==> src/rtl/alu_issue_ctrl.sv <==
// Issue/writeback sequencer in front of the 4-bit ALU: accepts one register-register
// instruction per 3 cycles, drives registered operands, and writes the ALU result back.
module alu_issue_ctrl #(
  parameter int DATA_W  = 4,
  parameter bit R0_ZERO = 1'b1
) (
  input  logic              clk,
  input  logic              rst,
  input  logic              in_valid,
  output logic              in_ready,
  input  logic [11:0]       in_instr,
  output logic [DATA_W-1:0] alu_a,
  output logic [DATA_W-1:0] alu_b,
  output logic [2:0]        alu_op,
  input  logic [DATA_W-1:0] alu_result,
  input  logic              alu_slt,
  input  logic              alu_zero,
  output logic              done,
  output logic [DATA_W-1:0] wb_data,
  output logic              zero_flag,
  output logic              slt_flag,
  output logic              err,
  input  logic [1:0]        dbg_sel,
  output logic [DATA_W-1:0] dbg_data
);

  typedef enum logic [1:0] {IDLE, ISSUE, WB} state_t;

  state_t            state;
  logic [DATA_W-1:0] regs [4];
  logic [2:0]        op_q;
  logic [1:0]        rd_q;
  logic [DATA_W-1:0] imm_q;

  logic [2:0]        in_op;
  logic [1:0]        in_rd;
  logic [1:0]        in_rs1;
  logic [1:0]        in_rs2;
  logic [DATA_W-1:0] in_imm;
  logic [DATA_W-1:0] rs1_val;
  logic [DATA_W-1:0] rs2_val;
  logic              rd_writable;

  assign in_op  = in_instr[11:9];
  assign in_rd  = in_instr[8:7];
  assign in_rs1 = in_instr[6:5];
  assign in_rs2 = in_instr[4:3];
  assign in_imm = in_instr[3:0];

  assign rs1_val     = (R0_ZERO && in_rs1 == 2'd0) ? '0 : regs[in_rs1];
  assign rs2_val     = (R0_ZERO && in_rs2 == 2'd0) ? '0 : regs[in_rs2];
  assign dbg_data    = (R0_ZERO && dbg_sel == 2'd0) ? '0 : regs[dbg_sel];
  assign rd_writable = !(R0_ZERO && rd_q == 2'd0);

  // Gated by rst so the handshake stays closed during the reset cycle itself.
  assign in_ready = (state == IDLE) && !rst;

  always_ff @(posedge clk) begin
    if (rst) begin
      state     <= IDLE;
      for (int unsigned i = 0; i < 4; i++) regs[i] <= '0;
      op_q      <= '0;
      rd_q      <= '0;
      imm_q     <= '0;
      alu_a     <= '0;
      alu_b     <= '0;
      alu_op    <= '0;
      done      <= 1'b0;
      wb_data   <= '0;
      zero_flag <= 1'b0;
      slt_flag  <= 1'b0;
      err       <= 1'b0;
    end else begin
      done <= 1'b0;
      case (state)
        IDLE: begin
          if (in_valid) begin
            op_q   <= in_op;
            rd_q   <= in_rd;
            imm_q  <= in_imm;
            alu_a  <= rs1_val;
            alu_b  <= rs2_val;
            // LOADI and the illegal opcode never reach the ALU.
            alu_op <= (in_op[2:1] == 2'b11) ? 3'b000 : in_op;
            state  <= ISSUE;
          end
        end
        ISSUE: state <= WB;
        WB: begin
          done  <= 1'b1;
          state <= IDLE;
          case (op_q)
            3'b110: begin
              if (rd_writable) regs[rd_q] <= imm_q;
              wb_data <= imm_q;
            end
            3'b111: begin
              wb_data <= '0;
              err     <= 1'b1;
            end
            default: begin
              if (rd_writable) regs[rd_q] <= alu_result;
              wb_data   <= alu_result;
              zero_flag <= alu_zero;
              slt_flag  <= alu_slt;
            end
          endcase
        end
        default: state <= IDLE;
      endcase
    end
  end

endmodule

==> config.mk <==
export PLATFORM = sky130hd
export DESIGN_NAME = alu_issue_ctrl
export DESIGN_NICKNAME = d
export VERILOG_FILES = /design/src/rtl/alu_issue_ctrl.sv
export SDC_FILE = /design/constraint.sdc
export NUM_CORES = 1
export LEC_CHECK = 0
export BUFFER_PORTS_ARGS = -buffer_cell sky130_fd_sc_hd__buf_2
export CAP_MARGIN = 20
export CORE_UTILIZATION = 35
export CTS_CLUSTER_DIAMETER = 150
export DETAILED_ROUTE_END_ITERATION = 10
export MAX_ROUTING_LAYER = met4
export PLACE_DENSITY = 0.59
export SKIP_CTS_REPAIR_TIMING = 1
export SYNTH_ARGS = -nofsm -noshare
export SYNTH_HDL_FRONTEND = slang
export SYNTH_SLANG_ARGS = --single-unit
==> constraint.sdc <==
create_clock -name clk -period 1.1 [get_ports clk]
set_input_delay 0.055 -clock clk [delete_from_list [all_inputs] [get_ports clk]]
set_output_delay 0.055 -clock clk [all_outputs]
set_load 0.02 [all_outputs]
Word-level counts from Yosys, hierarchy flattened

Memories as Yosys holds them, arrays and structs flattened.
Cells that the tools add are included.

Memory bits (writable): 16
Memories kept: 1
Output and inout port bits: 24
Flip-flop bits (word level): 30

Memory list:

| memory | depth | width | read ports | clocked after Yosys merged registers in | write ports | RTL line | RTL |
|---|---|---|---|---|---|---|---|
| regs   | 4     | 4     | 3          | 0                                       | 4           | 30       | `logic [DATA_W-1:0] regs [4];` |

Equal/unequal tests: 6
Reduce and logical (&&, ||, !) cells: 12
Muxes and demuxes: 23
Bitwise gates (word level): 2

Operator list:

| kind               | count |
|---|---|
| $mux 4             | 5 |
| $mux 1             | 13 |
| $logic_not 2->1    | 5 |
| $pmux 4 s2         | 1 |
| $eq 3x3->1 const B | 2 |
| $reduce_and 2->1   | 3 |
| $eq 2x2->1 const B | 2 |
| $mux 2             | 2 |
| $pmux 2 s2         | 1 |
| $reduce_or 4->1    | 1 |
| $mux 3             | 1 |
| $eq 2x1->1 const B | 1 |
| $ne 2x2->1 const B | 1 |
| $reduce_or 2->1    | 1 |
| $logic_and 1x1->1  | 1 |
| $logic_not 1->1    | 1 |
| $not 1->1          | 1 |
| $or 1x1->1         | 1 |

Depth between registers and ports, before layout

Gate-level depths: netlist of run 1.

Depth in word-level cells: 9
Gate-level depth with buffers: 5
Gate-level depth less buffers: 3

Worst setup path after synthesis of run 1

No wires, ideal clock.

Kind: register to register
From: register state[0]
To: register alu_a[0]
Period minus slack after synthesis: 1.255 ns
Data required time: 0.968 ns
Buffers on the path: 1
Arrival time: 1.124 ns
Slack: -0.155 ns
Library setup time: 0.132 ns
Stages on the path, launching flop included: 5
Cell sequence: dfxtp_1 > or3b_1 > buf_6 > a221oi_2 > nor3_1

Cells in the longest elaborated chain, start to end: 2

RTL lines:

| item                       | RTL line | RTL |
|---|---|---|
| from (decl)                | 29       | `state_t state;` |
| from (signal assigned)     | 60       | `state <= IDLE;` |
| from (signal assigned)     | 85       | `state <= ISSUE;` |
| from (signal assigned)     | 88       | `ISSUE: state <= WB;` |
| $logic_not 2->1            | 75       | `case (state)` |
| $reduce_and 2->1 (no line) | -        |  |
| to (signal assigned)       | 81       | `alu_a <= rs1_val;` |
| to (decl)                  | 12       | `output logic [DATA_W-1:0] alu_a,` |

Every way passes these cells.
A chain may end at the register's enable or synchronous reset.

==> reports/results.txt, run 1 <==
Worst IR Drop VDD -> 0.6301 mV
worst endpoint data arrival time -> 1.33 ns
I/O Pins -> 47
final core occ -> 0.5969
max_cap viols -> 0
clk sinks -> 42
vias in the first global route -> 1656
Mean Syn Cell Area -> 9.757 µm²
Distinct cells, synth -> 33
total CTS buffers -> 5
Final HPWL DP -> 3.419 mm
clk_skew -> 0.004348 ns
routability cong. -> 0.8124
area grow syn2layout -> 60.82%
Root Buffer -> clkbuf_8
Slew HR -> 0.7474
Setup WS pre-CTS -> -0.1934 ns
RSZ-0062 raised after global routing -> yes
WL final -> 5.154 mm
HP Start -> in_instr[0]
synthesized flop and latch total -> 42
Period minus WS final -> 1.383 ns
final setup violation count -> 57
clk_lat worst skew -> 0.30 ns
Crit. End Element -> output pin
wire per inst -> 14.81 µm
CTS tree -> done
DRT antenna net count -> 0
grt ovf -> 0
f_max -> 723.2 MHz
commonest non-fill, non-tap cells in the layout -> 41 x buf_2, 26 x dfxtp_1, 23 x buf_4, 18 x a21oi_2, 15 x nand2_4
WHS -> -0.01145 ns
initial antenna violation count -> 0
global-route wire length before repair -> 7.886 mm
failing checks -> hold timing, setup timing
die width -> 76.30 µm
status -> finished with violations
Post-Syn Nets -> 221
critical-path maximum fanout -> 2
DRC Markers -> 0
max-slew violation count -> 0
Final Cycle Share -> 1.257
PD cells -> 1139 mW/mm²
Crit. Startpoint -> regs[1][1]
core area -> 0.005205 mm²
share of layout cells above drive strength 1 -> 0.6403
Starting Density -> 0.3712
H-tree levels -> 2
vias per std cell -> 5.167
DRT iter0 DRCs -> 67
Min-Delay Path Class -> in -> reg
Diodes inserted -> 0
die height -> 76.30 µm
final worst slack -> -0.2828 ns
CP Class -> reg -> out
leakage power -> 1.278 nW
sequential fraction of the synthesis area -> 0.4974
CP Launch Type -> flip-flop
Worst-Margin Slew -> 0.3772 ns
Die Area -> 0.005821 mm²
Critical R2R Launch -> state[1]
Via Count -> 1798
num rows -> 26
required time worst endpoint -> 1.04 ns
# nets final -> 300
Pre-antenna DRT Iters -> 4
largest net degree at the start of global routing -> 18
commonest non-fill, non-tap cell in the layout -> buf_2
# port buffers -> 46
CTS clk-pin slew, worst paths -> 0.08 ns
Clock Path Buffers -> 2
Syn. warnings -> 0
Mapped Area -> 0.001932 mm²
final hold viol count -> 3
all-layer global routing usage -> 0.1765
Syn Inst Count -> 198
## synthesized netlist by cell type, drive strengths merged
cell | count | area [µm²]
dfxtp | 30 | 600.6
nand2 | 27 | 101.4
a21oi | 26 | 130.1
nor2 | 14 | 52.55
edfxtp | 12 | 360.4
mux2 | 12 | 135.1
nor3 | 11 | 55.05
a221oi | 8 | 113.9
nand3 | 8 | 40.04
buf | 7 | 43.79
o21ai | 7 | 35.03
clkbuf | 4 | 15.01
nand3b | 4 | 30.03
a22o | 3 | 26.28
a41o | 3 | 30.03
nor3b | 3 | 27.52
a211oi | 2 | 15.01
a311oi | 2 | 17.52
and2b | 2 | 15.01
and4b | 2 | 20.02
inv | 2 | 7.510
nand4 | 2 | 12.51
nor2b | 2 | 12.51
a31oi | 1 | 6.260
and2 | 1 | 6.260
nand2b | 1 | 6.260
o211ai | 1 | 7.510
or3b | 1 | 8.760
## final timing paths
path / end / cells after the start / slack (ns)
setup / recovery: dbg_data[1] / 3 / -0.28
hold / removal: imm_q[0] / 3 / -0.01
setup reg to reg: rd_q[0] / 6 / -0.22
hold reg to reg: alu_op[0] / 2 / 0.49
## stage by stage
| step | power, W | cell area, µm² | TNS, ns | std cells |
|---|---|---|---|---|
| 2_1_floorplan | 0.002074 | 1946 | -2.537 | 198 |
| 3_3_place_gp | 0.002281 | 2379 | -5.757 | 326 |
| 3_5_place_dp | 0.002287 | 2379 | -6.399 | 326 |
| 4_1_cts | 0.003296 | 2469 | -8.543 | 334 |
| 5_1_grt | 0.003683 | 3107 | -11.69 | 348 |
| 6_report | 0.003538 | 3107 | -8.861 | 348 |
## worst max-delay path: stages, from the launching register on
cell and delay [ns]:
edfxtp_1 0.40, mux2_4 0.28, a22o_1 0.22, buf_6 0.13
## routing by layer
metal / vias to the layer above / part of all wire / GRT usage
met1: 854 / 0.47 / 0.2242
met3: 6 / 0.034 / 0.03713
met5: - / 0 / -
met4: 0 / 0.013 / 0.05769
li1: 898 / - / -
met2: 40 / 0.48 / 0.2802
## cell families after synthesis
| family | after synthesis | synth area share |
|---|---|---|
| multiplexers | 12 | 0.06995 |
| AND/OR/NAND/NOR | 78 | 0.2008 |
| buffers and inverters | 13 | 0.03432 |
| AO/OA/AOI/OAI | 53 | 0.1975 |
| flip-flops | 42 | 0.4974 |
## flip-flops by register name, indices dropped and copies added (netlist names)
| signal | count |
|---|---|
| alu_a | 4 |
| alu_b | 4 |
| alu_op | 3 |
| done | 1 |
| err | 1 |
| imm_q | 4 |
| op_q | 3 |
| rd_q | 2 |
| regs | 12 |
| slt_flag | 1 |
| state | 2 |
| wb_data | 4 |
| zero_flag | 1 |
## report_power, final
group | internal (W) | switching [W]
sequential | 0.00166 | 0.0000792
combinational | 0.000370 | 0.000399
clock | 0.000494 | 0.000531
total | 0.00253 | 0.00101
## cell type report
| class | instances | area [µm²] |
|---|---|---|
| repair buffers | 82 | 614.3 |
| well taps | 70 | 87.58 |
| multi-input cells | 144 | 1331 |
| flip-flops and latches | 42 | 975.9 |
| clock buffers | 6 | 82.58 |
| fillers | 446 | 2098 |
| inverters | 2 | 7.507 |
| clock inverters | 2 | 7.507 |
Power figures use the tool's default switching activity.
==> run 2, diff against run 1 <==
Settings changed: ABC_AREA set to 1, CORE_ASPECT_RATIO set to 0.75, PLACE_DENSITY 0.59 to 0.58.
==> reports/results.txt, run 2 <==
num rows -> 25 (was 26)
clk_skew -> 0.004518 ns (was 0.004348 ns)
Min-Delay Path Class -> in -> reg (unchanged)
DRC Markers -> 0 (unchanged)
Mean Syn Cell Area -> 7.454 µm² (was 9.757 µm²)
status -> finished with violations (unchanged)
die height -> 72.03 µm (was 76.30 µm)
total CTS buffers -> 5 (unchanged)
Worst IR Drop VDD -> 0.4993 mV (was 0.6301 mV)
final worst slack -> -0.2153 ns (was -0.2828 ns)
max incr delay on CP -> 0.35 ns (was 0.40 ns)
die width -> 95.37 µm (was 76.30 µm)
CP Launch Type -> flip-flop (unchanged)
all-layer global routing usage -> 0.1782 (was 0.1765)
global-route wire length before repair -> 8.976 mm (was 7.886 mm)
Mapped Area -> 0.002288 mm² (was 0.001932 mm²)
# port buffers -> 46 (unchanged)
count leader, synth -> nand2_1 (was dfxtp_1)
Final Cycle Share -> 1.196 (was 1.257)
EDFF count, synth -> 16 (was 12)
final hold viol count -> 1 (was 3)
Syn Inst Count -> 307 (was 198)
RSZ-0062 raised after global routing -> yes (unchanged)
leakage power -> 1.475 nW (was 1.278 nW)
required time worst endpoint -> 1.04 ns (about the same)
Period minus WS final -> 1.315 ns (was 1.383 ns)
Via Count -> 2235 (was 1798)
max-slew violation count -> 0 (unchanged)
Pwr Total -> 0.003721 W (was 0.003538 W)
commonest non-fill, non-tap cells in the layout -> 76 x nand2_1, 42 x buf_2, 25 x inv_1, 24 x dfxtp_1 (was 41 x buf_2, 26 x dfxtp_1, 23 x buf_4, 18 x a21oi_2, 15 x nand2_4)
area leader, netlist -> dfxtp_1 (unchanged)
clk_lat worst skew -> 0.30 ns (about the same)
Synth top cells by count -> 89 x nand2_1, 38 x inv_1, 37 x a21oi_1 (was 30 x dfxtp_1, 27 x nand2_1, 26 x a21oi_1)
Diodes inserted -> 0 (unchanged)
f_max -> 760.3 MHz (was 723.2 MHz)
DRT iter0 DRCs -> 66 (was 67)
Top reg by flops -> regs (unchanged)
Yosys top cell area share -> 0.2624 (was 0.3109)
Critical Path Slowest Stage Cell -> edfxtp_1 (unchanged)
H-tree levels -> 2 (unchanged)
max_cap viols -> 0 (unchanged)
Pre-antenna DRT Iters -> 4 (unchanged)
CP Class -> reg -> out (unchanged)
Final HPWL DP -> 4.259 mm (was 3.419 mm)
commonest non-fill, non-tap cell in the layout -> nand2_1 (was buf_2)
CTS tree -> done (unchanged)
sequential fraction of the synthesis area -> 0.4724 (was 0.4974)
core area -> 0.006319 mm² (was 0.005205 mm²)
Syn. warnings -> 0 (unchanged)
Crit. End Element -> output pin (unchanged)
Synth area leaders -> dfxtp_1 26%, edfxtp_1 21%, nand2_1 15% (was dfxtp_1 31%, edfxtp_1 19%, mux2_2 7.0%)
synthesized flop and latch total -> 46 (was 42)
CTS clk-pin slew, worst paths -> 0.09 ns (was 0.08 ns)
# nets final -> 403 (was 300)
critical-path maximum fanout -> 2 (unchanged)
vias in the first global route -> 1951 (was 1656)
Clock Path Buffers -> 2 (unchanged)
critical path, cell by cell -> inv_2, a21oi_2, o21ai_1, a21oi_1, buf_4 (was mux2_4, a22o_1, buf_6)
final core occ -> 0.5158 (was 0.5969)
area grow syn2layout -> 42.43% (was 60.82%)
I/O Pins -> 47 (unchanged)
vias per std cell -> 4.838 (was 5.167)
WL final -> 5.843 mm (was 5.154 mm)
routability cong. -> 0.8843 (was 0.8124)
failing checks -> hold timing, setup timing (unchanged)
Distinct cells, synth -> 26 (was 33)
WHS -> -0.01146 ns (was -0.01145 ns)
largest net degree at the start of global routing -> 25 (was 18)
initial antenna violation count -> 0 (unchanged)
clk sinks -> 46 (was 42)
Primary FF master, synth -> dfxtp_1 (unchanged)
wire per inst -> 12.65 µm (was 14.81 µm)
final setup violation count -> 32 (was 57)
ys async rst share -> 0 (unchanged)
PD cells -> 1142 mW/mm² (was 1139 mW/mm²)
DRT antenna net count -> 0 (unchanged)
Root Buffer -> clkbuf_8 (unchanged)
worst endpoint data arrival time -> 1.26 ns (was 1.33 ns)
grt ovf -> 0 (unchanged)
share of layout cells above drive strength 1 -> 0.4331 (was 0.6403)
Die Area -> 0.006869 mm² (was 0.005821 mm²)
Starting Density -> 0.3622 (was 0.3712)
max FFs per register -> 16 (was 12)
-- run 2: changes by cell type after synthesis, moves of 6 or more --
cell / before / now
nor3_1: 11 / 1
inv_1: 2 / 38
nor2_1: 14 / 20
a21oi_1: 26 / 37
mux2_2: 12 / 0
nand2_1: 27 / 89
nand3_1: 8 / 27
o21ai_0: 5 / 18
a221oi_2: 7 / 0
-- run 2: final timing paths --
kind	startpoint	end	slack [ns]	cells past startpoint
hold reg to reg	alu_op[0]	alu_op[0]	0.47	2
hold / removal	alu_slt	slt_flag	-0.01	3
setup reg to reg	state[0]	regs[1][3]	-0.18	8
setup / recovery	regs[2][0]	dbg_data[0]	-0.22	5
-- run 2: metrics by stage --
stage               worst slack (ns)  setup TNS [ns]  cells  cell area (µm²)
finish                       -0.2153          -4.400    462             3259
global route                 -0.2823          -6.238    462             3259
CTS                          -0.2413          -4.699    458             2877
detailed placement           -0.1435          -3.125    450             2795
global placement             -0.1272          -2.647    450             2795
floorplan                    -0.1522          -1.975    310             2320
-- run 2: area by class of cell --
class,count,area [µm²]
clock buffer,6,72.57
clock inverter,2,8.758
fill,639,3059
inverter,42,170.2
multi-input combinational,213,1316
sequential,46,1091
tap,81,101.3
timing repair buffer,72,499.2
-- run 2: report_power, final --
part / switching, W / leakage, nW / internal [W] / total (W)
Clock: 0.000584 / 0.0426 / 0.000438 / 0.00102
Sequential: 0.0000611 / 0.411 / 0.00185 / 0.00191
Combinational: 0.000481 / 1.02 / 0.000307 / 0.000788
Total: 0.00113 / 1.48 / 0.00259 / 0.00372
-- run 2: kinds of logic after synthesis --
| kind of cell | count (synthesis) | share of synthesized area |
|---|---|---|
| compound gates | 60 | 0.1405 |
| flops | 46 | 0.4724 |
| other cells | 1 | 0.001639 |
| buf+inv | 51 | 0.09131 |
| simple gates | 149 | 0.2941 |
-- run 2: routing by layer --
metal | up-vias | track usage | wire length [µm]
met1 | 1040 | 0.2456 | 2965
met2 | 43 | 0.2587 | 2588
li1 | 1144 | - | -
met3 | 8 | 0.03564 | 220
met4 | 0 | 0.06468 | 69
met5 | - | - | 0
-- run 2: critical path, delay by kind of cell, from the launching register on --
family          cells  cell delay, ns
compound gates      3            0.38
flops               1            0.35
buf+inv             2            0.22
